### src/rtl/fe_capture_sequencer_if.sv
// Control and status bundle between the capture sequencer, the register block and the fe_capture datapath.
// The slave side is the sequencer. The master side is the register/datapath environment that drives it.
interface fe_capture_sequencer_if #(
  parameter int pDELAY_WIDTH   = 20,
  parameter int pTRIGW_WIDTH   = 8,
  parameter int pTIMEOUT_WIDTH = 32
);
  logic                      I_arm;
  logic                      I_pattern_match;
  logic                      I_sw_trigger;
  logic [pDELAY_WIDTH-1:0]   I_delay;
  logic [pTRIGW_WIDTH-1:0]   I_trig_width;
  logic [pTIMEOUT_WIDTH-1:0] I_timeout;
  logic                      I_capturing;
  logic                      O_capture_enable;
  logic                      O_trig_out;
  logic                      O_armed;
  logic                      O_done;
  logic                      O_timed_out;
  logic [2:0]                O_state;

  modport master (
    output I_arm, I_pattern_match, I_sw_trigger, I_delay, I_trig_width, I_timeout, I_capturing,
    input  O_capture_enable, O_trig_out, O_armed, O_done, O_timed_out, O_state
  );

  modport slave (
    input  I_arm, I_pattern_match, I_sw_trigger, I_delay, I_trig_width, I_timeout, I_capturing,
    output O_capture_enable, O_trig_out, O_armed, O_done, O_timed_out, O_state
  );
endinterface

### src/rtl/fe_capture_sequencer.sv
// Front-end capture run sequencer: arm -> trigger -> delay -> capture -> done, plus a trigger-out pulse.
// Optional armed timeout is compiled in when FE_CAPTURE_SEQ_TIMEOUT_EN is defined.
module fe_capture_sequencer #(
  parameter int pDELAY_WIDTH   = 20,
  parameter int pTRIGW_WIDTH   = 8,
  parameter int pTIMEOUT_WIDTH = 32
) (
  input  logic                  fe_clk,
  input  logic                  reset_i,
  fe_capture_sequencer_if.slave sif
);

  typedef enum logic [2:0] {
    S_IDLE    = 3'd0,
    S_ARMED   = 3'd1,
    S_DELAY   = 3'd2,
    S_CAPTURE = 3'd3,
    S_DONE    = 3'd4
  } state_e;

  state_e                  state, state_nxt;
  logic                    arm_s1, arm_r, arm_r_d, arm_rise;
  logic                    trig, trig_acc, cap_seen, to_hit;
  logic [pDELAY_WIDTH-1:0] delay_ctr;
  logic [pTRIGW_WIDTH-1:0] trigw_ctr;

  assign arm_rise = arm_r & ~arm_r_d;
  assign trig     = sif.I_pattern_match | sif.I_sw_trigger;
  // Arm loss in the same cycle beats the trigger, so no pulse or delay load either.
  assign trig_acc = (state == S_ARMED) & arm_r & trig;

  always_ff @(posedge fe_clk) begin
    if (reset_i) begin
      state    <= S_IDLE;
      arm_s1   <= 1'b0;
      arm_r    <= 1'b0;
      arm_r_d  <= 1'b0;
      cap_seen <= 1'b0;
    end else begin
      state    <= state_nxt;
      arm_s1   <= sif.I_arm;
      arm_r    <= arm_s1;
      arm_r_d  <= arm_r;
      // High from the second CAPTURE cycle on; the datapath status lags enable by one cycle.
      cap_seen <= (state == S_CAPTURE);
    end
  end

  always_comb begin
    state_nxt = state;
    case (state)
      S_IDLE: begin
        if (arm_rise) state_nxt = S_ARMED;
      end
      S_ARMED: begin
        if (!arm_r)                   state_nxt = S_IDLE;
        else if (trig)                state_nxt = (sif.I_delay == '0) ? S_CAPTURE : S_DELAY;
        else if (to_hit)              state_nxt = S_DONE;
      end
      S_DELAY: begin
        if (!arm_r)                   state_nxt = S_IDLE;
        else if (delay_ctr == sif.I_delay) state_nxt = S_CAPTURE;
      end
      S_CAPTURE: begin
        if (!arm_r)                   state_nxt = S_IDLE;
        else if (cap_seen && !sif.I_capturing) state_nxt = S_DONE;
      end
      S_DONE: begin
        if (!arm_r)                   state_nxt = S_IDLE;
      end
      default: state_nxt = S_IDLE;
    endcase
  end

  always_comb begin
    sif.O_capture_enable = (state == S_CAPTURE);
    sif.O_armed          = (state == S_ARMED) || (state == S_DELAY);
    sif.O_done           = (state == S_DONE);
    sif.O_state          = state;
  end

  always_ff @(posedge fe_clk) begin
    if (reset_i) begin
      delay_ctr <= '0;
      trigw_ctr <= '0;
    end else begin
      // Saturates so an all-ones delay still matches instead of wrapping past it.
      if (trig_acc)
        delay_ctr <= pDELAY_WIDTH'(1);
      else if ((state == S_DELAY) && (delay_ctr != '1))
        delay_ctr <= delay_ctr + pDELAY_WIDTH'(1);

      // Pulse is independent of state once launched; only reset cuts it short.
      if (trig_acc)
        trigw_ctr <= sif.I_trig_width;
      else if (trigw_ctr != '0)
        trigw_ctr <= trigw_ctr - pTRIGW_WIDTH'(1);
    end
  end

  assign sif.O_trig_out = (trigw_ctr != '0) & ~reset_i;

`ifdef FE_CAPTURE_SEQ_TIMEOUT_EN
  logic [pTIMEOUT_WIDTH-1:0] to_ctr;
  logic                      timed_out;

  assign to_hit = (state == S_ARMED) & arm_r & ~trig & (sif.I_timeout != '0) &
                  (to_ctr == (sif.I_timeout - pTIMEOUT_WIDTH'(1)));

  always_ff @(posedge fe_clk) begin
    if (reset_i) begin
      to_ctr    <= '0;
      timed_out <= 1'b0;
    end else begin
      if (state == S_IDLE)
        to_ctr <= '0;
      else if ((state == S_ARMED) && (to_ctr != '1))
        to_ctr <= to_ctr + pTIMEOUT_WIDTH'(1);

      if ((state == S_IDLE) && arm_rise)
        timed_out <= 1'b0;
      else if (to_hit)
        timed_out <= 1'b1;
    end
  end

  assign sif.O_timed_out = timed_out;
`else
  logic [pTIMEOUT_WIDTH-1:0] unused_timeout;

  assign unused_timeout  = sif.I_timeout;
  assign to_hit          = 1'b0;
  assign sif.O_timed_out = 1'b0;
`endif

endmodule

### src/flat_wrapper.sv
// flat-port wrapper written by rule: the top's interface ports become plain ports
module fe_capture_sequencer_flat 
#(
  parameter int pDELAY_WIDTH   = 20,
  parameter int pTRIGW_WIDTH   = 8,
  parameter int pTIMEOUT_WIDTH = 32
)
  (fe_clk, reset_i, sif_I_arm, sif_I_pattern_match, sif_I_sw_trigger, sif_I_delay, sif_I_trig_width, sif_I_timeout, sif_I_capturing, sif_O_capture_enable, sif_O_trig_out, sif_O_armed, sif_O_done, sif_O_timed_out, sif_O_state);
  fe_capture_sequencer_if #(.pDELAY_WIDTH(pDELAY_WIDTH), .pTRIGW_WIDTH(pTRIGW_WIDTH), .pTIMEOUT_WIDTH(pTIMEOUT_WIDTH)) sif_i ();
  input  logic fe_clk;
  input  logic reset_i;
  input wire logic [$bits(sif_i.I_arm)-1:0] sif_I_arm;
  input wire logic [$bits(sif_i.I_pattern_match)-1:0] sif_I_pattern_match;
  input wire logic [$bits(sif_i.I_sw_trigger)-1:0] sif_I_sw_trigger;
  input wire logic [$bits(sif_i.I_delay)-1:0] sif_I_delay;
  input wire logic [$bits(sif_i.I_trig_width)-1:0] sif_I_trig_width;
  input wire logic [$bits(sif_i.I_timeout)-1:0] sif_I_timeout;
  input wire logic [$bits(sif_i.I_capturing)-1:0] sif_I_capturing;
  output wire logic [$bits(sif_i.O_capture_enable)-1:0] sif_O_capture_enable;
  output wire logic [$bits(sif_i.O_trig_out)-1:0] sif_O_trig_out;
  output wire logic [$bits(sif_i.O_armed)-1:0] sif_O_armed;
  output wire logic [$bits(sif_i.O_done)-1:0] sif_O_done;
  output wire logic [$bits(sif_i.O_timed_out)-1:0] sif_O_timed_out;
  output wire logic [$bits(sif_i.O_state)-1:0] sif_O_state;
  assign sif_i.I_arm = sif_I_arm;
  assign sif_i.I_pattern_match = sif_I_pattern_match;
  assign sif_i.I_sw_trigger = sif_I_sw_trigger;
  assign sif_i.I_delay = sif_I_delay;
  assign sif_i.I_trig_width = sif_I_trig_width;
  assign sif_i.I_timeout = sif_I_timeout;
  assign sif_i.I_capturing = sif_I_capturing;
  assign sif_O_capture_enable = sif_i.O_capture_enable;
  assign sif_O_trig_out = sif_i.O_trig_out;
  assign sif_O_armed = sif_i.O_armed;
  assign sif_O_done = sif_i.O_done;
  assign sif_O_timed_out = sif_i.O_timed_out;
  assign sif_O_state = sif_i.O_state;
  fe_capture_sequencer #(.pDELAY_WIDTH(pDELAY_WIDTH), .pTRIGW_WIDTH(pTRIGW_WIDTH), .pTIMEOUT_WIDTH(pTIMEOUT_WIDTH)) u_core (.fe_clk(fe_clk), .reset_i(reset_i), .sif(sif_i));
endmodule
### config.mk
export PLATFORM = sky130hd
export DESIGN_NAME = fe_capture_sequencer_flat
export DESIGN_NICKNAME = d
export VERILOG_FILES = /design/src/rtl/fe_capture_sequencer_if.sv /design/src/rtl/fe_capture_sequencer.sv /design/src/flat_wrapper.sv
export SDC_FILE = /design/constraint.sdc
export NUM_CORES = 1
export LEC_CHECK = 0
export ABC_CLOCK_PERIOD_IN_PS = 4650
export CORE_MARGIN = 2
export CORE_UTILIZATION = 45
export CTS_CLUSTER_DIAMETER = 100
export DETAILED_ROUTE_END_ITERATION = 7
export GPL_ROUTABILITY_DRIVEN = 0
export MAX_ROUTING_LAYER = met4
export PLACE_DENSITY = 0.8
export SYNTH_ARGS = -nofsm -noshare
export SYNTH_HDL_FRONTEND = slang
export SYNTH_SLANG_ARGS = --single-unit
export TNS_END_PERCENT = 20
### constraint.sdc
create_clock -name fe_clk -period 4.65 [get_ports fe_clk]
set_input_delay 0.6975 -clock fe_clk [delete_from_list [all_inputs] [get_ports fe_clk]]
set_output_delay 0.6975 -clock fe_clk [all_outputs]
set_load 0.03 [all_outputs]
==> impl_metrics.toml, run 1 <==
[detailed_routing]
antenna_left = 0
drc = 0
routed_via_density = 5.69
drt_iter0_drc = 65
detail_route.first_pass.iterations = 4
via_count = 1899
wirelength_mm = 4.95
wl_per_cell_um = 14.8

[cts]
cts_tree = "yes"
holdBufCountCts = 0
cts_buffer_depth = 2
path_clk_slew_ps = 70
clock-root-buffer = "clkbuf_8"
cts_buffers = 5
cts_sinks = 35
clk_latency_ps = 290
cts_setup_buffers = 0
cts-resized-gates = 0
h-tree-depth = 2

[global_routing]
grt_overflow_total = 0
grt_usage = 0.204
grt_max_degree = 21
grt_pass1_vias = 1843
antenna_found_initial = 0
grt_pass1_wl_mm = 8.19

[synthesis]
synth-edff-count = 0
synthArstFlopShare = 0
synth_cell_types = 47
synth_area_leader_cell = "dfxtp_1"
synth_cells = 245
synth-main-ff-cell = "dfxtp_1"
yosys_warnings = 0
synth-seq-cells = 35
synthTopCellsByArea = "dfxtp_1 (33%), xor2_1 (13%), nor2_1 (4.8%)"
syn_area_per_cell_um2 = 8.57
synth_top_area_share = 0.334
ys_seq_area_frac = 0.334
synthesis.nets = 314
synth_area_um2 = 2100

[run]
cap_violations = 0

[cells_and_area]
fillers = 399
area_growth_pct = 24.6
register_area_um2 = 701
nets = 350
diodes = 0
multiInputGateArea_um2 = 1310
drive_gt1_frac = 0.0603
design_area_um2 = 2620

[timing]
period_minus_slack_ps = 2870
slew_headroom = 0.490
fin_skew_ps = 12.6
post-route-period-util = 0.617
fmax_mhz = 348
setup_violations = 0
slew_violations = 0
setup_tns_ps = 0
hold_viol = 0
worst_pin_slew_ps = 759
holdWs_ps = 456
rsz0062_at_grt = "no"

[critical_path]
cp.arrival_ps = 2170
critPathLaunchType = "primary input"
cp-end-kind = "output port"
criticalPathCategory = "in2out"
critPathRequiredTime_ps = 3950
cp_max_fo = 20

[status]
status = "finished clean"

[floorplan]
ios = 74
initial_core_util = 0.476
core_um2 = 4410
die_h_um = 72.3
die_x_um = 72.3
dieArea_um2 = 5230
rows = 24

[hold_path]
hold_class = "reg2reg"

[placed_design]
numPortBuffers = 40
hpwlAfterDp_mm = 3.65
post_dp_cell_area_um2 = 2500

[pwr]
p_sw_frac = 0.303
combPwrFrac = 0.290
pwr-share-clk = 0.318
p_per_area_nw_per_um2 = 350
leakagePower_nw = 0.995
ir_drop_mv = 0.136
internal_power_uw = 638
p_sw_uw = 277
p_seq_frac = 0.392
==> kinds of logic after synthesis <==
group | after synthesis | share of synthesized area
and+or+nand+nor | 115 | 0.312
xor gates and xnor gates | 43 | 0.179
DFF | 35 | 0.334
AOI/OAI and AO/OA | 32 | 0.109
buffers and inverters | 15 | 0.0411
adders and majority gates | 3 | 0.0179
other | 1 | 0.00179
muxes | 1 | 0.00477
==> cell usage after synthesis, drive strengths merged, types with 3 or more instances <==
master / n
a211oi: 3
a21oi: 9
nand2: 16
nand3: 10
or3: 3
nor2b: 4
nor3b: 4
nor2: 27
nand2b: 3
clkbuf: 6
and4: 7
and3: 4
nor3: 5
xnor2: 11
o21ai: 4
nor4: 15
xor2: 32
o211ai: 5
a31oi: 5
nand4: 9
dfxtp: 35
ha: 3
buf: 6
inv: 3
==> flip-flops by register name, summed over array words and instances (netlist names) <==
signal	count
u_core.trigw_ctr	8
u_core.arm_r	1
u_core.delay_ctr	20
u_core.arm_s1	1
u_core.cap_seen	1
u_core.sif.O_state	3
u_core.arm_r_d	1
==> power groups by stage <==
stage	registers [mW]	clock network (mW)	logic, mW
2_1_floorplan	0.358	0	0.199
3_5_place_dp	0.364	0	0.266
3_3_place_gp	0.363	0	0.258
4_1_cts	0.358	0.295	0.266
6_report	0.359	0.291	0.265
5_1_grt	0.362	0.308	0.297
==> final cells by class <==
class	instances	share of cell area
Clock inverter	2	0.0134
Timing Repair Buffer	41	0.156
Sequential cell	35	0.268
Inverter	3	0.00431
Multi-Input combinational cell	195	0.502
Tap cell	52	0.0249
Clock buffer	6	0.0316
==> per-layer routing <==
| layer | track usage | wire [um] | vias to the layer above | share of wire |
|---|---|---|---|---|
| met4 | 0.0985 | 89 | 0 | 0.018 |
| li1 | - | - | 953 | - |
| met1 | 0.253 | 2290 | 876 | 0.46 |
| met3 | 0.0569 | 258 | 13 | 0.052 |
| met5 | - | 0 | - | 0 |
| met2 | 0.307 | 2310 | 57 | 0.47 |
==> critical path: stages <==
cell	delay, ps
clkdlybuf4s50_1	400
buf_4	210
a31oi_1	170
clkdlybuf4s50_1	690
==> worst paths after layout <==
kind | from | endpoint | slack, ps | depth (start not counted)
worst max-delay path | reset_i | sif_O_trig_out | 1780 | 4
worst min-delay path | u_core.arm_s1 | u_core.arm_r | 460 | 1
worst max register to register | u_core.sif.O_state[2] | u_core.delay_ctr[9] | 2520 | 5
worst min register to register | u_core.arm_s1 | u_core.arm_r | 460 | 1
==> metrics by stage <==
| stage | utilization | worst slack [ps] | cells | total power, mW |
|---|---|---|---|---|
| global route | 0.592 | 1720 | 334 | 0.967 |
| CTS | 0.592 | 1780 | 334 | 0.919 |
| detailed placement | 0.566 | 1780 | 326 | 0.630 |
| finish | 0.592 | 1780 | 334 | 0.915 |
| floorplan | - | 2340 | 245 | 0.557 |
| global placement | 0.566 | 1780 | 326 | 0.621 |
==> layout by cell type (no fill, tap or decap), types with 6 or more instances in the layout <==
master           netlist  final
nor2_1                27     27
nand3_1               10     10
dfxtp_1               35     35
a21oi_1                9      9
nand2_1               16     16
and4_1                 7      7
clkdlybuf4s50_1        0     40
nand4_1                9      9
xnor2_1               11     11
xor2_1                32     32
nor4_1                15     15
clkbuf_8               0      6
Note: power is estimated with default switching activity, not from simulation.
==> run 2: changes to the inputs <==
--- a/config.mk
+++ b/config.mk
@@ -5,14 +5,14 @@
 export SDC_FILE = /design/constraint.sdc
 export NUM_CORES = 1
 export LEC_CHECK = 0
-export ABC_CLOCK_PERIOD_IN_PS = 4650
+export ABC_CLOCK_PERIOD_IN_PS = 2300
 export CORE_MARGIN = 2
-export CORE_UTILIZATION = 45
+export CORE_UTILIZATION = 41
 export CTS_CLUSTER_DIAMETER = 100
 export DETAILED_ROUTE_END_ITERATION = 7
 export GPL_ROUTABILITY_DRIVEN = 0
 export MAX_ROUTING_LAYER = met4
-export PLACE_DENSITY = 0.8
+export PLACE_DENSITY = 0.77
 export SYNTH_ARGS = -nofsm -noshare
 export SYNTH_HDL_FRONTEND = slang
 export SYNTH_SLANG_ARGS = --single-unit
==> constraint.sdc (replaced) <==
create_clock -name fe_clk -period 2.3 [get_ports fe_clk]
set_input_delay 0.345 -clock fe_clk [delete_from_list [all_inputs] [get_ports fe_clk]]
set_output_delay 0.345 -clock fe_clk [all_outputs]
set_load 0.03 [all_outputs]
==> run 2 against run 1 <==
Against the previous run:
- critical path depth down 2
- flip-flop and latch count did not move
- setup slack worse by 1600 ps
- via count decreased by 0.11%
- clock skew fell by 6.9 ps
- core utilization down 6.3 points
- hold slack worse by 8.8 ps
- register-to-register slack got worse by 2100 ps
- combinational power increased by 100%
- sequential power is 100% higher
- clock-buffer cell count down 1
- design area increased by 1.4%
- critical path type is now reg2out
- critical endpoint is now sif_O_capture_enable
- largest cell class unchanged
==> impl_metrics.toml, run 2 (synthesis gave the netlist of run 1 again) <==
[detailed_routing]
wirelength_mm = 4.88
drc = 0
drt_iter0_drc = 107
wl_per_cell_um = 13.7
via_count = 1897
routed_via_density = 5.34
antenna_left = 0
detail_route.first_pass.iterations = 4

[run]
cap_violations = 0

[cells_and_area]
design_area_um2 = 2650
layout_commonest_cell = "clkdlybuf4s50_1"
drive_gt1_frac = 0.0737
top_register = "u_core.delay_ctr"
register_area_um2 = 701
diodes = 0
largest_reg_flops = 20
nets = 353
fillers = 470
multiInputGateArea_um2 = 1310
fin_util = 0.529
stdcell_count = 355
area_growth_pct = 26.3
final_cell_mix = "clkdlybuf4s50_1 (39), dfxtp_1 (35), xor2_1 (32)"

[timing]
hold_viol = 0
post-route-period-util = 0.932
final.setup.worst_slack_ps = 156
fmax_mhz = 467
setup_tns_ps = 0
slew_violations = 0
rsz0062_at_grt = "no"
holdWs_ps = 447
fin_skew_ps = 5.66
worst_pin_slew_ps = 518
slew_headroom = 0.652
period_minus_slack_ps = 2140
setup_violations = 0

[floorplan]
initial_core_util = 0.419
dieArea_um2 = 5710
core_um2 = 5010
rows = 26
die_x_um = 75.6
die_h_um = 75.6
ios = 74

[cts]
cts_setup_buffers = 0
cts_buffers = 5
cts-resized-gates = 0
clk_latency_ps = 280
cts_tree = "yes"
h-tree-depth = 2
cts_sinks = 35
clock-root-buffer = "clkbuf_8"
holdBufCountCts = 0
cts_buffer_depth = 2
path_clk_slew_ps = 80

[critical_path]
worstReg2RegStart = "u_core.sif.O_state[1]"
cp-end-kind = "output port"
cp_max_fo = 8
crit_path_start = "u_core.sif.O_state[0]"
cp.arrival_ps = 1800
critPathLaunchType = "register"
critPathRequiredTime_ps = 1960
criticalPathCategory = "reg2out"

[placed_design]
post_dp_cell_area_um2 = 2540
hpwlAfterDp_mm = 3.69
numPortBuffers = 40
dp_cells = 347
pre_cts_ws_ps = 270

[pwr]
p_total_mw = 1.81
ir_drop_mv = 0.345
p_sw_uw = 547
combPwrFrac = 0.298
internal_power_mw = 1.26
p_seq_frac = 0.399
pwr-share-clk = 0.302
p_sw_frac = 0.303
leakagePower_nw = 1.01
p_per_area_nw_per_um2 = 682

[global_routing]
grt_pass1_wl_mm = 7.78
grt_overflow_total = 0
grt_max_degree = 20
antenna_found_initial = 0
grt_pass1_vias = 1735
grt_usage = 0.184

[status]
status = "finished clean"

[hold_path]
min_from = "u_core.arm_s1"
hold_class = "reg2reg"
==> run 2: cell count changes in the layout (fill, tap and decap cells not counted), sizes merged <==
cell           previous run  this run
buf                       1         5
clkinv                    1         2
clkbuf                    6         5
clkdlybuf4s50            40        39
==> run 2: layout make-up <==
class,instances,area share
tap,70,0.0330
multi-input combinational,195,0.495
inverter,3,0.00425
clock inverter,3,0.0165
sequential,35,0.264
timing repair buffer,44,0.161
clock buffer,5,0.0259
==> run 2: power groups by stage <==
| stage | logic [mW] | clock network [mW] | registers, mW |
|---|---|---|---|
| floorplan | 0.402 | 0 | 0.724 |
| global placement | 0.520 | 0 | 0.734 |
| detailed placement | 0.540 | 0 | 0.735 |
| CTS | 0.543 | 0.562 | 0.722 |
| global route | 0.613 | 0.591 | 0.731 |
| finish | 0.540 | 0.547 | 0.723 |
==> run 2: path summary, 6_finish.rpt <==
check	to	slack [ps]	depth (start not counted)
max	sif_O_capture_enable	160	2
min	u_core.arm_r	450	1
max reg2reg	u_core.delay_ctr[10]	460	5
min reg2reg	u_core.arm_r	450	1
==> run 2: worst max-delay path, stage by stage, from the launching register on <==
cell             delay (ps)
dfxtp_1                 500
and3b_1                 310
clkdlybuf4s50_1         700
==> run 2: metal layers <==
| layer | share of wire | track usage |
|---|---|---|
| met3 | 0.050 | 0.0344 |
| met5 | 0 | - |
| met4 | 0.0068 | 0.0565 |
| met2 | 0.51 | 0.309 |
| met1 | 0.44 | 0.223 |
